$ cat src/rtl/maze_tile_fetch.sv
// Pixel -> maze tile code -> sprite texel colour, 5-cycle pipeline with aligned strobes.
// Optional player overlay is built only when PLAYER_OVERLAY_EN is defined.
module maze_tile_fetch #(
    parameter int TILE_BITS = 4,
    parameter int MAZE_COLS = 40,
    parameter int MAZE_ROWS = 30,
    parameter int CODE_W    = 4,
    parameter int COLOR_W   = 12,
    parameter int MAZE_AW   = $clog2(MAZE_COLS*MAZE_ROWS),
    parameter int SPR_AW    = CODE_W + 2*TILE_BITS,
    parameter logic [COLOR_W-1:0] BORDER_COLOR = 12'h000,
    parameter logic [COLOR_W-1:0] PLAYER_COLOR = 12'hF00
) (
    input  logic                         clk,
    input  logic                         rst_n,
    input  logic                         pix_valid,
    input  logic [9:0]                   pix_x,
    input  logic [9:0]                   pix_y,
    input  logic                         hsync_in,
    input  logic                         vsync_in,
    input  logic                         blank_in,
    input  logic [$clog2(MAZE_COLS)-1:0] player_col,
    input  logic [$clog2(MAZE_ROWS)-1:0] player_row,
    output logic                         maze_en,
    output logic [MAZE_AW-1:0]           maze_addr,
    input  logic [CODE_W-1:0]            maze_dout,
    output logic                         spr_en,
    output logic [SPR_AW-1:0]            spr_addr,
    input  logic [COLOR_W-1:0]           spr_dout,
    output logic                         rgb_valid,
    output logic [COLOR_W-1:0]           rgb,
    output logic                         hsync_out,
    output logic                         vsync_out,
    output logic                         blank_out
);

    logic [4:0] vld_q, vld_d, hs_q, hs_d, vs_q, vs_d, bl_q, bl_d;
    logic [3:0] area_q, area_d;
    logic [1:0][TILE_BITS-1:0] xoff_q, xoff_d, yoff_q, yoff_d;
    logic               maze_en_q, maze_en_d, spr_en_q, spr_en_d;
    logic [MAZE_AW-1:0] maze_addr_q, maze_addr_d;
    logic [SPR_AW-1:0]  spr_addr_q, spr_addr_d;
    logic [COLOR_W-1:0] rgb_q, rgb_d;

    logic               in_area;
    logic [MAZE_AW-1:0] tile_col, tile_row;

    assign tile_col = MAZE_AW'(pix_x >> TILE_BITS);
    assign tile_row = MAZE_AW'(pix_y >> TILE_BITS);
    assign in_area  = (32'(pix_x) < (MAZE_COLS << TILE_BITS)) &&
                      (32'(pix_y) < (MAZE_ROWS << TILE_BITS));

`ifdef PLAYER_OVERLAY_EN
    logic [3:0] hit_q, hit_d;
    logic       hit;
    assign hit = (32'(pix_x >> TILE_BITS) == 32'(player_col)) &&
                 (32'(pix_y >> TILE_BITS) == 32'(player_row));
    always_comb hit_d = {hit_q[2:0], hit};
`else
    wire unused_player = ^{player_col, player_row};
`endif

    always_comb begin
        // Sideband shifts every cycle regardless of pix_valid so strobes stay aligned.
        vld_d       = {vld_q[3:0], pix_valid};
        hs_d        = {hs_q[3:0], hsync_in};
        vs_d        = {vs_q[3:0], vsync_in};
        bl_d        = {bl_q[3:0], blank_in};
        area_d      = {area_q[2:0], in_area};
        xoff_d      = {xoff_q[0], pix_x[TILE_BITS-1:0]};
        yoff_d      = {yoff_q[0], pix_y[TILE_BITS-1:0]};
        maze_en_d   = pix_valid & in_area;
        maze_addr_d = tile_row * MAZE_AW'(MAZE_COLS) + tile_col;
        spr_en_d    = vld_q[1] & area_q[1];
        spr_addr_d  = SPR_AW'({maze_dout, yoff_q[1], xoff_q[1]});
        rgb_d       = spr_dout;
        if (!area_q[3])
            rgb_d = BORDER_COLOR;
`ifdef PLAYER_OVERLAY_EN
        else if (hit_q[3])
            rgb_d = PLAYER_COLOR;
`endif
    end

    always_ff @(posedge clk or negedge rst_n) begin
        if (!rst_n) begin
            vld_q       <= '0;
            hs_q        <= '1;
            vs_q        <= '1;
            bl_q        <= '1;
            area_q      <= '0;
            xoff_q      <= '0;
            yoff_q      <= '0;
            maze_en_q   <= 1'b0;
            maze_addr_q <= '0;
            spr_en_q    <= 1'b0;
            spr_addr_q  <= '0;
            rgb_q       <= '0;
        end else begin
            vld_q       <= vld_d;
            hs_q        <= hs_d;
            vs_q        <= vs_d;
            bl_q        <= bl_d;
            area_q      <= area_d;
            xoff_q      <= xoff_d;
            yoff_q      <= yoff_d;
            maze_en_q   <= maze_en_d;
            maze_addr_q <= maze_addr_d;
            spr_en_q    <= spr_en_d;
            spr_addr_q  <= spr_addr_d;
            rgb_q       <= rgb_d;
        end
    end

`ifdef PLAYER_OVERLAY_EN
    always_ff @(posedge clk or negedge rst_n) begin
        if (!rst_n) hit_q <= '0;
        else        hit_q <= hit_d;
    end
`endif

    assign maze_en   = maze_en_q;
    assign maze_addr = maze_addr_q;
    assign spr_en    = spr_en_q;
    assign spr_addr  = spr_addr_q;
    assign rgb       = rgb_q;
    assign rgb_valid = vld_q[4];
    assign hsync_out = hs_q[4];
    assign vsync_out = vs_q[4];
    assign blank_out = bl_q[4];

endmodule
$ cat config.mk
export PLATFORM = sky130hd
export DESIGN_NAME = maze_tile_fetch
export DESIGN_NICKNAME = d
export VERILOG_FILES = /design/src/rtl/maze_tile_fetch.sv
export SDC_FILE = /design/constraint.sdc
export NUM_CORES = 1
export LEC_CHECK = 0
export CAP_MARGIN = 10
export CORE_ASPECT_RATIO = 1.5
export CORE_MARGIN = 4
export CORE_UTILIZATION = 25
export CTS_BUF_LIST = sky130_fd_sc_hd__clkbuf_8
export DETAILED_ROUTE_END_ITERATION = 6
export HOLD_SLACK_MARGIN = 0.1
export PLACE_DENSITY_LB_ADDON = 0.12
export SLEW_MARGIN = 20
export SYNTH_ARGS = -nofsm -noshare
export SYNTH_HDL_FRONTEND = slang
export SYNTH_SLANG_ARGS = --single-unit
$ cat constraint.sdc
create_clock -name clk -period 1.19 [get_ports clk]
set_input_delay 0.238 -clock clk [delete_from_list [all_inputs] [get_ports clk]]
set_output_delay 0.238 -clock clk [all_outputs]
set_load 0.05 [all_outputs]
==> flow_summary.json, run 1 <==
{
  "status": "finished with violations",
  "violations": "setup timing",
  "synth_top_area_share_pct": 64.5,
  "ys_warn_count": 0,
  "dp_cells": 346,
  "layout_setup_ws_ns": -0.353,
  "syn-num-nets": 200,
  "fin_crit_sh_pct": 130,
  "stdcell_count": 367,
  "grt_pass1_wl_mm": 8.12,
  "path_clk_slew_ns": 0.07,
  "port_buffers": 82,
  "viasPerCell": 3.86,
  "vias": 1418,
  "r2r_slack_ns": 0.42,
  "die_area_um2": 11300,
  "area_delta_synth_final_pct": 81.2,
  "peakVddDrop_uv": 717,
  "critPathKind": "in -> reg",
  "setup_viol": 7,
  "cts_root_buffer": "clkbuf_8",
  "cp-endpoint": "maze_addr[10]$_DFF_PN0_",
  "cts.path.max_buffers": 2,
  "drv_cap": 0,
  "yosysUniqueCellTypes": 20,
  "routabilityCongestion": 0.730,
  "relSlewSlack_pct": 76.4,
  "skew_ns": 0.00431,
  "stdcell_area_um2": 4360,
  "yosys.area.top_type": "dfrtp_1",
  "dp_hpwl_mm": 3.97,
  "die_height_um": 128,
  "diodes": 0,
  "die_w_um": 88.1,
  "ys_seq_area_share_pct": 80.9,
  "powerDensity_nw_per_um2": 1500,
  "rsz0062_at_grt": "yes",
  "syn_area_um2": 2400,
  "cp-startpoint": "pix_y[7]",
  "cp.arrival_ns": 1.76,
  "ios": 94,
  "nets": 316,
  "pwr-share-comb_pct": 24.9,
  "wl_per_cell_um": 14.1,
  "initial_core_util_pct": 25.8,
  "end_kind": "flip-flop",
  "post_route_cells_drive_above_1_share_pct": 49.8,
  "rr_startpoint": "area_q[3]$_DFF_PN0_",
  "drt-pass1-iter-count": 2,
  "cts.sinks": 77,
  "drc_errors": 0,
  "whs_ns": 0.233,
  "pwr-share-clk_pct": 29.8,
  "worstMarginPinSlew_ns": 0.354,
  "r2r-end": "rgb[6]$_DFF_PN0_",
  "tritoncts": "built",
  "ys_top_cells_by_count": "dfrtp_1, dfstp_2, and2_1, ha_1",
  "antenna_found_initial": 0,
  "postSynth.asyncResetShare_pct": 100,
  "seqPwrFrac_pct": 45.3,
  "core_um2": 9310,
  "placed_cell_area_um2": 3980,
  "reg2regPathDepth": 1,
  "synth.most_common_cell": "dfrtp_1",
  "avgSynthCellArea_um2": 17.9,
  "grt_overflow": 0,
  "grt_max_degree": 26,
  "synth_simple_gate_area_share_pct": 6.56,
  "synthFlopType": "dfrtp_1",
  "grt_pass1_vias": 1602,
  "swShare_pct": 27.1,
  "synth_area_leaders": "dfrtp_1, dfstp_2, ha_1",
  "cts-htree-levels": 3,
  "post-place-ws_ns": -1.13,
  "grt_usage_pct": 10.1,
  "fp-row-count": 43,
  "cts_buffers": 9,
  "path_max_fanout": 2,
  "hold_viol_final": 0,
  "synth_compound_area_share_pct": 1.93,
  "p_sw_mw": 1.77,
  "min_path_type": "in -> reg",
  "drtIter0Drc": 25,
  "synth_xor_area_share_pct": 2.91,
  "start_kind": "input pin",
  "drt_wl_total_mm": 5.18,
  "p_leak_nw": 1.94,
  "clock_latency_ns": 0.34,
  "synth_edf_count": 0,
  "synthAdderAreaFrac_pct": 7.39,
  "fmax_mhz": 648,
  "layout_min_cycle_time_ns": 1.54,
  "synth.area.mux_share_pct": 0,
  "synth_top_family_by_area": "adder cells",
  "finalMaxSlewViolations": 0,
  "ant_nets": 0,
  "internal-power_mw": 4.75,
  "synth_seq_cells": 77,
  "required_ns": 1.41,
  "synth_cells": 134,
  "p_total_mw": 6.51
}
[repair_timing]
| item | CTS | global route |
|---|---|---|
| resized for setup | 46 | 12 |
| hold buffers | 1 | 0 |
| hold endpoints to repair | 63 | 0 |
| setup buffers | 3 | 1 |
| setup endpoints to repair | 11 | 15 |
| pin swaps | 16 | 9 |
| gates cloned | 0 | 0 |
[layout make-up]
class	instances	area [um2]
inverter	1	3.75
fill	818	4950
tap	112	140
clock buffer	11	151
sequential	77	1950
timing repair buffer	106	1450
multi-input combinational	55	616
clock inverter	5	51.3
[worst max-delay path, cell delays in order]
cell     delay [ns]
buf_8          0.10
ha_4           0.23
ha_4           0.16
fa_2           0.54
nand3_1        0.09
nor4_2         0.30
xnor2_1        0.11
[state kept, by name (all words and copies together), names as in the netlist]
name,cells
rgb,12
spr_addr,12
maze_addr,11
spr_addr_d,8
bl_q,5
hs_q,5
vld_q,5
vs_q,5
area_q,4
xoff_d,4
yoff_d,4
maze_en,1
spr_en,1
[how the worst min path moves through the flow]
stage / from / endpoint / slack [ns] / cells after the start
2_1_floorplan: rst_n / area_q[0]$_DFF_PN0_ / -0.06 / 0
3_3_place_gp: rst_n / rgb[6]$_DFF_PN0_ / 0.18 / 1
3_5_place_dp: rst_n / rgb[6]$_DFF_PN0_ / 0.18 / 1
4_1_cts: pix_y[4] / maze_addr[3]$_DFF_PN0_ / 0.27 / 3
5_1_grt: pix_y[9] / area_q[0]$_DFF_PN0_ / 0.22 / 3
6_report: pix_y[6] / area_q[0]$_DFF_PN0_ / 0.23 / 4
[cell families (layout without fill, tap and decap cells)]
logic type	count (synthesis)	after routing
flops	77	77
simple gates	26	26
fa+ha+maj	13	13
compound gates	8	8
xor+xnor	8	8
buf+inv	2	123
[routing by layer]
layer / part of all wire (%) / routed length (um) / GRT usage [%] / vias up
li1: - / - / - / 663
met1: 34 / 1760 / 10.0 / 685
met2: 56 / 2890 / 17.2 / 61
met3: 8.4 / 434 / 4.37 / 9
met4: 1.9 / 96 / 5.60 / 0
met5: 0 / 0 / 0 / -
[cells in the final DEF (no fill, tap or decap), drive strengths merged]
cell,count
buf,69
dfrtp,62
clkdlybuf4s50,31
dfstp,15
and2,14
clkbuf,13
ha,11
a21oi,5
xor2,5
inv,3
nand3,3
xnor2,3
nor2,3
fa,2
a21o,2
nand2,2
clkinv,2
and3,1
nor4,1
nor2b,1
o21ai,1
nand4,1
bufinv,1
dlygate4sd3,1
dlygate4sd2,1
dlymetal6s2s,1
clkdlybuf4s15,1
[through the flow]
step | setup TNS, ns | utilization, %
floorplan | -1.47 | -
detailed placement | -6.21 | 42.7
global placement | -6.10 | 42.7
global route | -1.33 | 46.8
finish | -1.09 | 46.8
CTS | -1.15 | 46.4
[power groups by stage]
stage / Clock [mW] / Combinational (mW) / Sequential [mW]
finish: 1.94 / 1.62 / 2.95
global route: 2.19 / 1.71 / 2.97
CTS: 2.05 / 1.62 / 2.96
detailed placement: 0 / 1.53 / 3.00
global placement: 0 / 1.51 / 3.00
floorplan: 0 / 0.215 / 3.35
Power figures use the tool's default switching activity.
==> run 2: changes to the inputs <==
CORE_MARGIN = unset   (was 4)
==> run 2 against run 1 <==
Effect of this change:
- the flow still finishes with violations (setup timing)
- critical path type unchanged
- clock power rose by 7%
- wire length is 5.0% lower
- critical endpoint unchanged
- utilization fell by 0.62 points
- clock-buffer cell count decreased by 1
- sequential share of layout area grew 0.60 points
- final cell count fell by 1.1%
- global-route usage is 1.5 points higher
- first-iteration DRC count grew 32%
- hold slack got worse by 0.0020 ns
- critical path depth rose by 1
- sequential power barely moved
- combinational power hardly changed
==> flow_summary.json, run 2 (synthesized netlist as in run 1, its figures left out) <==
{
  "drt-pass1-iter-count": 2,
  "cts-htree-levels": 3,
  "cts.sinks": 77,
  "worstMarginPinSlew_ns": 0.352,
  "routabilityCongestion": 0.758,
  "finalMaxSlewViolations": 0,
  "cts_root_buffer": "clkbuf_8",
  "drtIter0Drc": 33,
  "wl_per_cell_um": 13.6,
  "final.setup.tns_ns": -1.04,
  "status": "finished with violations",
  "end_kind": "flip-flop",
  "start_kind": "input pin",
  "crit_slowest_cell": "fa_2",
  "diodes": 0,
  "cts.path.max_buffers": 2,
  "ant_nets": 0,
  "vias": 1434,
  "setup_viol": 7,
  "die_area_um2": 10000,
  "r2r-end": "rgb[10]$_DFF_PN0_",
  "dp_cells": 344,
  "p_total_mw": 6.61,
  "worst-path-buf-inv": 1,
  "reg2regPathDepth": 1,
  "cpLargestDelayFamily": "adder cells",
  "peakVddDrop_uv": 770,
  "required_ns": 1.46,
  "rr_startpoint": "area_q[3]$_DFF_PN0_",
  "drt_wl_total_mm": 4.92,
  "die_w_um": 82.1,
  "grt_pass1_vias": 1604,
  "area_delta_synth_final_pct": 78.8,
  "holdCritStartpoint": "pix_y[9]",
  "tritoncts": "built",
  "core_um2": 9310,
  "layout_commonest_cell": "dfrtp_1",
  "fmax_mhz": 682,
  "initial_core_util_pct": 25.8,
  "port_buffers": 82,
  "viasPerCell": 3.95,
  "antenna_found_initial": 0,
  "p_leak_nw": 1.91,
  "powerDensity_nw_per_um2": 1540,
  "cp_cell_sequence": "buf_8 -> ha_4 -> ha_4 -> fa_2 -> a21o_2 -> a21oi_2 -> xor2_1 -> xnor2_1",
  "ios": 94,
  "grt_pass1_wl_mm": 7.96,
  "fin_crit_sh_pct": 123,
  "grt_overflow": 0,
  "layout_setup_ws_ns": -0.277,
  "drv_cap": 0,
  "violations": "setup timing",
  "holdPathStages": 3,
  "grt_max_degree": 26,
  "stdcell_count": 363,
  "hold_viol_final": 0,
  "placed_cell_area_um2": 3960,
  "path_clk_slew_ns": 0.07,
  "hold_end": "area_q[0]$_DFF_PN0_",
  "crit_top_cell": "ha_4",
  "post_route_cells_drive_above_1_share_pct": 47.4,
  "layout_min_cycle_time_ns": 1.47,
  "dp_hpwl_mm": 3.72,
  "path_max_fanout": 2,
  "relSlewSlack_pct": 76.5,
  "final_cell_mix": "dfrtp_1, buf_12, clkdlybuf4s50_1",
  "min_path_type": "in -> reg",
  "grt_usage_pct": 11.6,
  "drc_errors": 0,
  "whs_ns": 0.231,
  "skew_ns": 0.00406,
  "cts_buffers": 9,
  "critPathKind": "in -> reg",
  "fp-row-count": 43,
  "clock_latency_ns": 0.34,
  "fillers": 807,
  "cp_slowest_stage_delay_ns": 0.36,
  "nets": 312,
  "cp.arrival_ns": 1.74,
  "stdcell_area_um2": 4300,
  "die_height_um": 122,
  "r2r_slack_ns": 0.41,
  "rsz0062_at_grt": "yes"
}
==> run 2: routing by layer <==
layer,up-vias,track usage (%),part of all wire (%)
li1,655,-,-
met4,0,8.66,3.9
met2,66,19.6,55
met3,14,4.64,7.9
met5,-,0,0
met1,699,10.9,33
==> run 2: worst max-delay path by stage <==
stage                   from  slack [ns]                      end  cells past startpoint
floorplan           pix_y[5]       -0.49  maze_addr[10]$_DFF_PN0_                      7
global placement    pix_y[7]       -1.08  maze_addr[10]$_DFF_PN0_                      8
detailed placement  pix_y[7]       -1.11  maze_addr[10]$_DFF_PN0_                      8
CTS                 pix_y[7]       -0.35  maze_addr[10]$_DFF_PN0_                      8
global route        pix_y[7]       -0.35  maze_addr[10]$_DFF_PN0_                      8
finish              pix_y[7]       -0.28  maze_addr[10]$_DFF_PN0_                      8
==> run 2: final cells by class <==
class                   count  area, um2  share of cell area [%]
multi-input cells          55        598                    13.9
clock buffers              10        138                    3.20
flip-flops and latches     77       1950                    45.3
clock inverters             6       77.6                    1.80
inverters                   1       3.75                  0.0873
well taps                 112        140                    3.26
repair buffers            102       1400                    32.5
==> run 2: what timing repair did <==
action / 4_1_cts / 5_1_grt
pin swaps: 11 / 7
setup buffers: 2 / 0
cloned: 0 / 0
hold buffers: 1 / 0
hold endpoints to repair: 68 / 0
resized for setup: 39 / 10
endpoints found under the setup margin: 13 / 14
==> run 2: tightest hold or removal path: cells and delay by family <==
kind,cells,cell delay (ns)
AND/OR/NAND/NOR,1,0.05
buffers and inverters,2,0.25
==> run 2: where the power goes <==
| part | switching (mW) | internal (mW) | total [mW] |
|---|---|---|---|
| registers | 0.128 | 2.82 | 2.95 |
| clock network | 0.855 | 1.22 | 2.07 |
| logic | 0.761 | 0.831 | 1.59 |
| total | 1.74 | 4.87 | 6.61 |
==> run 2: stage by stage <==
step	util, %	setup WS, ns
2_1_floorplan	-	-0.487
3_3_place_gp	42.6	-1.08
6_report	46.2	-0.277
5_1_grt	46.2	-0.354
4_1_cts	45.9	-0.354
3_5_place_dp	42.6	-1.11
==> run 3: changes to the inputs <==
CORE_MARGIN = 5   (was unset)
==> run 3 against run 2 <==
Effect of this change:
- the flow still finishes with violations (setup timing)
- die area is 17% higher
- clock skew increased by 0.0030 ns
- via count fell by 1.7%
- sequential share of layout area rose by 0.053 points
- wire length rose by 5.7%
- critical path depth unchanged
- hold slack improved by 0.069 ns
- utilization fell by 1.1 points
- register-to-register slack hardly changed
- flip-flop and latch count did not move
- non-clock buffer count is 2 higher
- setup slack got worse by 0.035 ns
- critical endpoint unchanged
- largest cell class unchanged
- largest power group unchanged
==> flow_summary.json, run 3 (synthesized netlist as in run 1, its figures left out) <==
{
  "tritoncts": "built",
  "internal-power_mw": 4.59,
  "grt_use_met3_pct": 5.07,
  "fmax_mhz": 666,
  "hold_viol_final": 0,
  "path_max_fanout": 2,
  "p_leak_nw": 1.89,
  "start_kind": "input pin",
  "grt.busiest_layer": "met2",
  "gr-usage-met2_pct": 16.7,
  "placed_cell_area_um2": 3960,
  "min_path_type": "in -> reg",
  "critPathKind": "in -> reg",
  "p_sw_mw": 1.80,
  "wl_per_cell_um": 14.1,
  "die_height_um": 130,
  "post-place-ws_ns": -1.13,
  "area_delta_synth_final_pct": 78.6,
  "relSlewSlack_pct": 76.9,
  "cts-htree-levels": 3,
  "fp-row-count": 44,
  "port_buffers": 82,
  "layout_setup_ws_ns": -0.312,
  "grt_usage_pct": 9.76,
  "rr_startpoint": "area_q[3]$_DFF_PN0_",
  "dp_hpwl_mm": 4.02,
  "final_cell_mix": "dfrtp_1, buf_12, clkdlybuf4s50_1",
  "end_kind": "flip-flop",
  "fin_crit_sh_pct": 126,
  "drt-pass1-iter-count": 4,
  "setup_viol": 7,
  "pwr-share-comb_pct": 24.7,
  "drv_cap": 0,
  "grt_pass1_wl_mm": 8.40,
  "drtIter0Drc": 23,
  "holdPathStages": 1,
  "viasPerCell": 3.83,
  "nets": 314,
  "layout_commonest_cell": "dfrtp_1",
  "swShare_pct": 28.2,
  "routabilityCongestion": 0.744,
  "ios": 94,
  "pwr-share-clk_pct": 29.2,
  "cts.path.max_buffers": 2,
  "status": "finished with violations",
  "cp.arrival_ns": 1.77,
  "worstMarginPinSlew_ns": 0.346,
  "grt_pass1_vias": 1602,
  "fillers": 861,
  "seqPwrFrac_pct": 46.1,
  "drt_wl_total_mm": 5.20,
  "final.setup.tns_ns": -1.17,
  "core_um2": 9520,
  "die_area_um2": 11700,
  "reg2regPathDepth": 1,
  "cp-startpoint": "pix_y[5]",
  "layout_min_cycle_time_ns": 1.50,
  "whs_ns": 0.300,
  "diodes": 0,
  "cts.sinks": 77,
  "cp-endpoint": "maze_addr[10]$_DFF_PN0_",
  "finalMaxSlewViolations": 0,
  "violations": "setup timing",
  "r2r-end": "rgb[9]$_DFF_PN0_",
  "clock_latency_ns": 0.34,
  "post_route_cells_drive_above_1_share_pct": 47.8,
  "path_clk_slew_ns": 0.08,
  "peakVddDrop_uv": 1020,
  "cts_buffers": 9,
  "grt_max_degree": 27,
  "rsz0062_at_grt": "yes",
  "ant_nets": 0,
  "die_w_um": 90.1,
  "powerDensity_nw_per_um2": 1490,
  "antenna_found_initial": 0,
  "postLayoutCoreUtil_pct": 45.1,
  "skew_ns": 0.00702,
  "drc_errors": 0,
  "stdcell_area_um2": 4290,
  "cts_root_buffer": "clkbuf_8",
  "grt_overflow": 0,
  "r2r_slack_ns": 0.41,
  "vias": 1409,
  "gr-usage-met1_pct": 9.18,
  "required_ns": 1.46,
  "initial_core_util_pct": 25.2
}
-- run 3: how the worst min path moves through the flow --
| stage | from | end | slack (ns) |
|---|---|---|---|
| after floorplan | rst_n | area_q[0]$_DFF_PN0_ | -0.06 |
| after global placement | rst_n | spr_addr[2]$_DFF_PN0_ | 0.17 |
| after detailed placement | rst_n | spr_addr[2]$_DFF_PN0_ | 0.17 |
| after CTS | blank_in | bl_q[0]$_DFF_PN1_ | 0.28 |
| after global routing | vsync_in | vs_q[0]$_DFF_PN1_ | 0.27 |
| final | blank_in | bl_q[0]$_DFF_PN1_ | 0.30 |
-- run 3: metal layers --
metal / vias to the layer above / wire [um]
met5: - / 0
met1: 681 / 1740
met3: 10 / 428
met4: 0 / 144
met2: 57 / 2890
li1: 661 / -
-- run 3: cell type report --
type | count | area (um2) | area share, %
clock inverter | 7 | 67.6 | 1.57
timing repair buffer | 104 | 1410 | 32.9
clock buffer | 9 | 124 | 2.88
inverter | 1 | 3.75 | 0.0874
tap | 115 | 144 | 3.35
sequential | 77 | 1950 | 45.3
multi-input combinational | 55 | 596 | 13.9
-- run 3: stage by stage --
step,instances,power (mW)
6_report,368,6.40
5_1_grt,368,6.71
3_3_place_gp,347,4.49
4_1_cts,367,6.50
2_1_floorplan,134,3.56
3_5_place_dp,347,4.51
-- run 3: worst max-delay path, cell delays in order --
cell and delay [ns]:
buf_8 0.10, ha_4 0.23, ha_4 0.16, fa_2 0.39, a21o_2 0.21, a21oi_2 0.13
xor2_1 0.18, xnor2_1 0.13
-- run 3: what timing repair did --
action | CTS | global route
hold buffers | 1 | 0
endpoints found under the setup margin | 11 | 14
hold endpoints to repair | 37 | 0
buffers inserted | 3 | 1
gates resized for setup | 41 | 5
pin swaps | 14 | 10
-- run 3: power groups by stage --
stage               sequential [mW]  combinational [mW]  clock [mW]
floorplan                      3.35               0.215           0
global placement               3.00                1.50           0
detailed placement             3.00                1.51           0
CTS                            2.95                1.58        1.97
global route                   2.97                1.67        2.07
finish                         2.95                1.58        1.87
